$ cat src/rtl/truth_table_sweeper.sv
// truth_table_sweeper
//   Holds an N_VARS-input Boolean function as a loadable truth table
//   (bit i = f(i)). Evaluates it with one cycle of latency and, on start,
//   sweeps every input combination in ascending order. Each minterm
//   (mode=0) or maxterm (mode=1) index is streamed out over a valid/ready
//   handshake, and the number of accepted terms is reported at the end.
// Ports
//   clk, rst_n        rising-edge clock, asynchronous active-low reset
//   tt_load, tt_in    load a new truth table (IDLE only; wins over start)
//   eval_in/eval_out  combination to evaluate / registered f(eval_in)
//   start, mode       begin sweep (IDLE only); mode is sampled on start
//   busy, done        sweep in progress / one-cycle end-of-sweep pulse
//   out_valid, out_index, out_ready   term stream handshake
//   term_count        terms accepted in the current/last sweep
module truth_table_sweeper #(
  parameter int unsigned         N_VARS  = 4,
  parameter int unsigned         TT_W    = 2**N_VARS,
  parameter logic [TT_W-1:0]     TT_INIT = 16'hAC3C
) (
  input  logic              clk,
  input  logic              rst_n,
  input  logic              tt_load,
  input  logic [TT_W-1:0]   tt_in,
  input  logic [N_VARS-1:0] eval_in,
  output logic              eval_out,
  input  logic              start,
  input  logic              mode,
  output logic              busy,
  output logic              out_valid,
  output logic [N_VARS-1:0] out_index,
  input  logic              out_ready,
  output logic              done,
  output logic [N_VARS:0]   term_count
);

  typedef enum logic [1:0] {
    S_IDLE,
    S_SCAN,
    S_EMIT,
    S_DONE
  } state_t;

  localparam logic [N_VARS-1:0] IDX_MAX = '1;

  state_t            r_state;
  logic [TT_W-1:0]   r_tt;
  logic [N_VARS-1:0] r_idx;
  logic              r_mode;
  logic              r_eval;
  logic              r_busy;
  logic              r_valid;
  logic [N_VARS-1:0] r_index;
  logic              r_done;
  logic [N_VARS:0]   r_count;

  // A term is a minterm in SOP mode (f=1) and a maxterm in POS mode (f=0).
  logic w_match;
  assign w_match = (r_tt[r_idx] != r_mode);

  always_ff @(posedge clk or negedge rst_n) begin
    if (!rst_n) begin
      r_state <= S_IDLE;
      r_tt    <= TT_INIT;
      r_idx   <= '0;
      r_mode  <= 1'b0;
      r_eval  <= 1'b0;
      r_busy  <= 1'b0;
      r_valid <= 1'b0;
      r_index <= '0;
      r_done  <= 1'b0;
      r_count <= '0;
    end else begin
      r_eval <= r_tt[eval_in];

      unique case (r_state)
        S_IDLE: begin
          if (tt_load) begin
            r_tt <= tt_in;
          end else if (start) begin
            r_mode  <= mode;
            r_idx   <= '0;
            r_count <= '0;
            r_busy  <= 1'b1;
            r_state <= S_SCAN;
          end
        end

        S_SCAN: begin
          if (w_match) begin
            r_valid <= 1'b1;
            r_index <= r_idx;
            r_state <= S_EMIT;
          end else if (r_idx == IDX_MAX) begin
            r_done  <= 1'b1;
            r_busy  <= 1'b0;
            r_state <= S_DONE;
          end else begin
            r_idx <= r_idx + 1'b1;
          end
        end

        S_EMIT: begin
          if (out_ready) begin
            r_valid <= 1'b0;
            r_count <= r_count + 1'b1;
            // The last index ends the sweep directly instead of wrapping.
            if (r_idx == IDX_MAX) begin
              r_done  <= 1'b1;
              r_busy  <= 1'b0;
              r_state <= S_DONE;
            end else begin
              r_idx   <= r_idx + 1'b1;
              r_state <= S_SCAN;
            end
          end
        end

        S_DONE: begin
          r_done  <= 1'b0;
          r_state <= S_IDLE;
        end

        default: r_state <= S_IDLE;
      endcase
    end
  end

  assign eval_out   = r_eval;
  assign busy       = r_busy;
  assign out_valid  = r_valid;
  assign out_index  = r_index;
  assign done       = r_done;
  assign term_count = r_count;

endmodule

$ cat config.mk
export PLATFORM = sky130hd
export DESIGN_NAME = truth_table_sweeper
export DESIGN_NICKNAME = d
export VERILOG_FILES = /design/src/rtl/truth_table_sweeper.sv
export SDC_FILE = /design/constraint.sdc
export NUM_CORES = 1
export LEC_CHECK = 0
export ABC_AREA = 1
export BUFFER_PORTS_ARGS = -buffer_cell sky130_fd_sc_hd__buf_2
export CORE_ASPECT_RATIO = 1.75
export CORE_MARGIN = 2
export CORE_UTILIZATION = 50
export CTS_CLUSTER_DIAMETER = 100
export CTS_CLUSTER_SIZE = 25
export DETAILED_ROUTE_END_ITERATION = 10
export PLACE_DENSITY = 0.8
export SLEW_MARGIN = 20
export SYNTH_ARGS = -nofsm -noshare
export SYNTH_HDL_FRONTEND = slang
export SYNTH_SLANG_ARGS = --single-unit
$ cat constraint.sdc
create_clock -name clk -period 2.99 [get_ports clk]
set_input_delay 0.7475 -clock clk [delete_from_list [all_inputs] [get_ports clk]]
set_output_delay 0.7475 -clock clk [all_outputs]
set_load 0.1 [all_outputs]
==> impl_metrics.ini, run 1 <==
[layout]
area_growth_pct = 16.1
layoutNonFillerInstCount = 347
finalNetCount = 331
drive_gt1_frac = 0.227
diodes = 0

[pwr]
p_leak_nw = 1.23
power_density_nw_per_um2 = 1090
ir_drop_v = 0.000700

[logic_synthesis]
synth-main-ff-cell = dfrtp_1
yosys_warnings = 0
synthArstFlopShare = 1.00
synth.avg_cell_area_um2 = 7.90
ys_seq_area_frac = 0.447
synth_edf_count = 0
synth_cell_types = 32
syn-num-nets = 291
synth_area_um2 = 2040
ys_ff_latch = 36
synth_cells = 258

[timing]
finClkSkew_ns = 0.00396
max_slew.worst_pin.slew_ns = 0.788
rsz0062_at_grt = no
hold_viol_final = 0
post-route-period-util = 0.681
fin_tns_setup_ns = 0
setup_viol = 0
slew_viol_final = 0
slew_headroom = 0.475
fin_crit_ns = 2.04
fmax_mhz = 491

[worst_setup_path]
cp-startpoint = r_state[0]
slowest_stage = dfrtp_1
r2r_cells = 10
cp-end-kind = flip-flop
timing.rr.start = r_state[0]
cp.required_ns = 3.17
critical_path_class = reg -> reg
crit_path_start_kind = flip-flop
crit_fanout = 7
rrSetupSlack_ns = 0.95
path_cells = inv_1 > ha_1 > inv_1 > nor2_1 > nor2_2 > inv_1 > nor2_4 > nand3_1 > nand2_1 > nand2_1
cp.arrival_ns = 2.22
r2r_end = r_idx[1]
slowest_delay_ns = 0.44
path_common_cell = inv_1
crit_path_end = r_idx[1]

[clocking]
htreeDepth = 2
clock_latency_ns = 0.29
cts_setup_buffers = 0
tritoncts = done
cts-root-buf = clkbuf_8
cts-resized-gates = 0
cts_made_buffers = 5
clockBufferDepth = 2
holdBufCountCts = 0
clk_pin_slew_ns = 0.07
numClockSinks = 36

[floorplanning]
core-area_um2 = 3900
die_y_um = 88.4
die_x_um = 52.3
start_util = 0.522
num_rows = 30
ios = 39
die_area_um2 = 4620

[global_route]
grt_pass1_vias = 1843
antenna_found_initial = 0
grt_pass1_wl_mm = 7.60
overflow = 0
grtUsageTotal = 0.220
grt_max_degree = 37

[placement]
dp.cells = 339
port_buffers = 38
place_congestion = 0.818
hpwl_mm = 3.35

[routing]
drt_iter0_drc = 37
drc = 0
drt-total-wl_mm = 4.39
dr.pass1.iters = 4
ant_nets = 0
wl_per_cell_um = 12.6
routed_via_density = 5.23
vias = 1816

[run]
cap_violations = 0

[status]
status = finished clean

[worst_hold_path]
hold_start = out_valid
hp-class = reg -> reg
==> sequential cells by signal (all words and copies together) (netlist names) <==
register	count
eval_out	1
r_mode	1
r_idx	4
done	1
r_tt	16
out_index	4
out_valid	1
busy	1
term_count	5
r_state	2
==> logic make-up (layout without fill, tap and decap cells) <==
family                     Yosys count  count (layout)  share of synthesized area
DFF                                 36              36                      0.447
AOI/OAI and AO/OA                   49              49                      0.130
adders and majority gates            7               7                     0.0430
and+or+nand+nor                    124             124                      0.289
muxes                                1               1                    0.00553
buffers and inverters               40              81                     0.0811
xor gates and xnor gates             1               1                    0.00430
==> cell usage in the layout (no fill, tap or decap), drive strengths merged, types with 2 or more instances in the layout <==
cell type	count
buf	39
inv	34
nor3	2
o31ai	2
nand2	53
dfstp	8
o21ai	19
nand4	6
nand3	30
dfrtp	28
nor3b	2
nor2	28
a21oi	26
ha	7
clkbuf	6
==> worst max-delay path: cells and delay by family, from the launching register on <==
family / cells / cell delay (ns)
simple gates: 6 / 0.81
fa+ha+maj: 1 / 0.28
buf+inv: 3 / 0.37
flops: 1 / 0.44
==> power by group <==
part	total (mW)	switching, mW	internal [mW]
combinational	1.31	0.946	0.365
sequential	0.844	0.140	0.704
clock	0.416	0.169	0.247
total	2.57	1.25	1.32
==> final cells by class <==
cell class                      count  area (um2)
Sequential cell                    36         911
Clock buffer                        6        72.6
Timing Repair Buffer               39         198
Multi-Input combinational cell    182         961
Fill cell                         388        1540
Clock inverter                      2        35.0
Inverter                           34         128
Tap cell                           48        60.1
==> per-stage QoR <==
stage	utilization	hold slack, ns	power [mW]	area (um2)	setup WS (ns)
2_1_floorplan	-	0.452	1.91	2040	1.20
3_3_place_gp	0.578	0.453	2.13	2260	1.03
3_5_place_dp	0.578	0.461	2.17	2260	0.971
4_1_cts	0.606	0.478	2.59	2360	0.970
5_1_grt	0.606	0.504	2.77	2360	0.705
6_report	0.606	0.472	2.57	2360	0.953
==> metal layers <==
metal / wire [um] / vias to the layer above / global-route usage
met3: 190 / 9 / 0.0422
met1: 1680 / 836 / 0.232
met5: 0 / - / 0
li1: - / 928 / -
met2: 2420 / 43 / 0.403
met4: 97 / 0 / 0.114
==> Yosys cell counts (2+ instances only) <==
library cell | n | area [um2]
buf_6 | 2 | 22.5
o21ai_0 | 13 | 65.1
ha_1 | 7 | 87.6
dfstp_2 | 8 | 210
nand2_1 | 51 | 191
o31ai_1 | 2 | 15.0
nand4_1 | 6 | 37.5
clkbuf_1 | 4 | 15.0
nand3_2 | 3 | 30.0
nor3b_1 | 2 | 15.0
o21ai_1 | 4 | 20.0
nor2_1 | 26 | 97.6
a21oi_1 | 26 | 130
inv_1 | 33 | 124
dfrtp_1 | 28 | 701
o21ai_2 | 2 | 17.5
nand3_1 | 26 | 130
==> worst min-delay path by stage <==
stage	end	slack, ns	depth (start not counted)
final	out_valid	0.47	2
after global routing	out_valid	0.50	2
after CTS	out_valid	0.48	2
after detailed placement	out_valid	0.46	2
after global placement	out_valid	0.45	2
after floorplan	busy	0.45	0
(Power assumes the default switching activity.)
==> run 2, diff against run 1 <==
Settings changed: CORE_UTILIZATION 50 to 49, PLACE_DENSITY 0.8 to 0.82.
Clock period 2.99 ns to 1.71 ns, I/O delays scaled along.
==> impl_metrics.ini, run 2 (same netlist as run 1, synthesis figures left out) <==
[worst_setup_path]
crit_path_start_kind = flip-flop
cp.arrival_ns = 1.94
timing.rr.start = r_idx[0]
r2r_cells = 11
cp.required_ns = 1.93
crit_path_end = r_idx[2]
cp-end-kind = flip-flop
crit_fanout = 7
r2r_end = r_idx[2]
cp-startpoint = r_idx[0]
rrSetupSlack_ns = -0.004
critical_path_class = reg -> reg

[routing]
ant_nets = 0
wl_per_cell_um = 13.3
routed_via_density = 5.42
vias = 1955
drt_iter0_drc = 83
drt-total-wl_mm = 4.81
drc = 0
dr.pass1.iters = 4

[timing]
fmax_mhz = 583
fin_crit_ns = 1.71
hold_viol_final = 0
slew_headroom = 0.678
fin_tns_setup_ns = -0.00437
finClkSkew_ns = 0.00684
post-route-period-util = 1.00
setup_viol = 1
slew_viol_final = 0
max_slew.worst_pin.slew_ns = 0.487
worst_slack_ns = -0.00437

[layout]
layoutNonFillerInstCount = 361
top_register = r_tt
area_growth_pct = 28.4
most-common-layout-cells = 41 x nand2_1, 38 x buf_2, 28 x inv_1
largest_reg_flops = 16
drive_gt1_frac = 0.369
final_common_cell = nand2_1
regArea_um2 = 915
nFillCells = 354
diodes = 0
multiInputGateArea_um2 = 1100
finalNetCount = 345

[floorplanning]
die_x_um = 52.7
num_rows = 31
core-area_um2 = 4070
ios = 39
start_util = 0.500
die_y_um = 89.3
die_area_um2 = 4710

[placement]
dp.cells = 352
port_buffers = 38
hpwl_mm = 3.50
place_congestion = 0.881

[run]
cap_violations = 0

[clocking]
numClockSinks = 36
tritoncts = done
holdBufCountCts = 0
cts_made_buffers = 5
cts-root-buf = clkbuf_8
clockBufferDepth = 2
clk_pin_slew_ns = 0.07
clock_latency_ns = 0.28
htreeDepth = 2

[global_route]
grt_pass1_wl_mm = 7.45
antenna_found_initial = 0
grt_max_degree = 32
grt_pass1_vias = 1821
grtUsageTotal = 0.210
overflow = 0

[pwr]
p_int_mw = 2.50
switching_share = 0.498
switchingPower_mw = 2.48
clkPwrFrac = 0.111
ir_drop_v = 0.00129
p_leak_nw = 1.32
seqPwrFrac = 0.293
combPwrFrac = 0.596
power_density_nw_per_um2 = 1900

[status]
status = finished, violations left
violations = negative setup slack

[worst_hold_path]
hp-class = in -> async
-- run 2: changes by cell type in the layout (fill, tap and decap cells not counted), moves of 7 or more --
cell / change
nand3_2: +7
nand2_2: +8
nand3_1: -11
nand2_1: -10
buf_4: +9
-- run 2: layout make-up --
| cell class | count | area share |
|---|---|---|
| flip-flops and latches | 36 | 0.350 |
| inverters | 34 | 0.0517 |
| multi-input cells | 182 | 0.422 |
| clock buffers | 6 | 0.0278 |
| clock inverters | 1 | 0.00191 |
| well taps | 49 | 0.0234 |
| repair buffers | 53 | 0.123 |
-- run 2: power groups by stage --
stage	registers (mW)	clock network, mW	logic, mW
3_3_place_gp	1.44	0	2.50
2_1_floorplan	1.94	0	1.47
6_report	1.46	0.553	2.97
5_1_grt	1.49	0.591	3.26
3_5_place_dp	1.46	0	2.56
4_1_cts	1.45	0.565	2.58
-- run 2: metal layers --
metal	wire length, um	up-vias	part of all wire	track usage
li1	-	954	-	-
met2	2700	69	0.56	0.400
met4	198	0	0.041	0.0979
met3	174	24	0.036	0.0334
met1	1740	908	0.36	0.214
met5	0	-	0	0
-- run 2: worst min-delay path by stage --
stage                    end
6_report        out_index[2]
5_1_grt              r_tt[1]
4_1_cts         out_index[1]
3_5_place_dp   term_count[3]
3_3_place_gp   term_count[3]
2_1_floorplan           busy
-- run 2: timing repair --
item,CTS,global route
hold endpoints to repair,0,0
buffers inserted,0,2
pin swaps,0,15
gates resized for setup,1,40
endpoints found under the setup margin,4,12
-- run 2: through the flow --
stage | area [um2] | setup WS, ns | total power, mW | hold WS (ns) | util
global route | 2620 | -0.0701 | 5.34 | 0.127 | 0.642
finish | 2620 | -0.00437 | 4.98 | 0.0876 | 0.642
floorplan | 2060 | 0.00809 | 3.42 | 0.132 | -
detailed placement | 2370 | -0.00567 | 4.01 | 0.401 | 0.583
global placement | 2370 | 0.0140 | 3.95 | 0.400 | 0.583
CTS | 2450 | 0.0305 | 4.59 | 0.0997 | 0.602
-- run 2: worst max-delay path: stages (launching register included) --
cell     delay (ns)
dfrtp_2        0.47
buf_6          0.16
nand2_2        0.07
nand3_2        0.08
nand3_2        0.11
nand3_4        0.11
nand2_4        0.10
nand2_4        0.06
nand3_4        0.15
buf_6          0.13
nand4_1        0.11
nand2_1        0.09
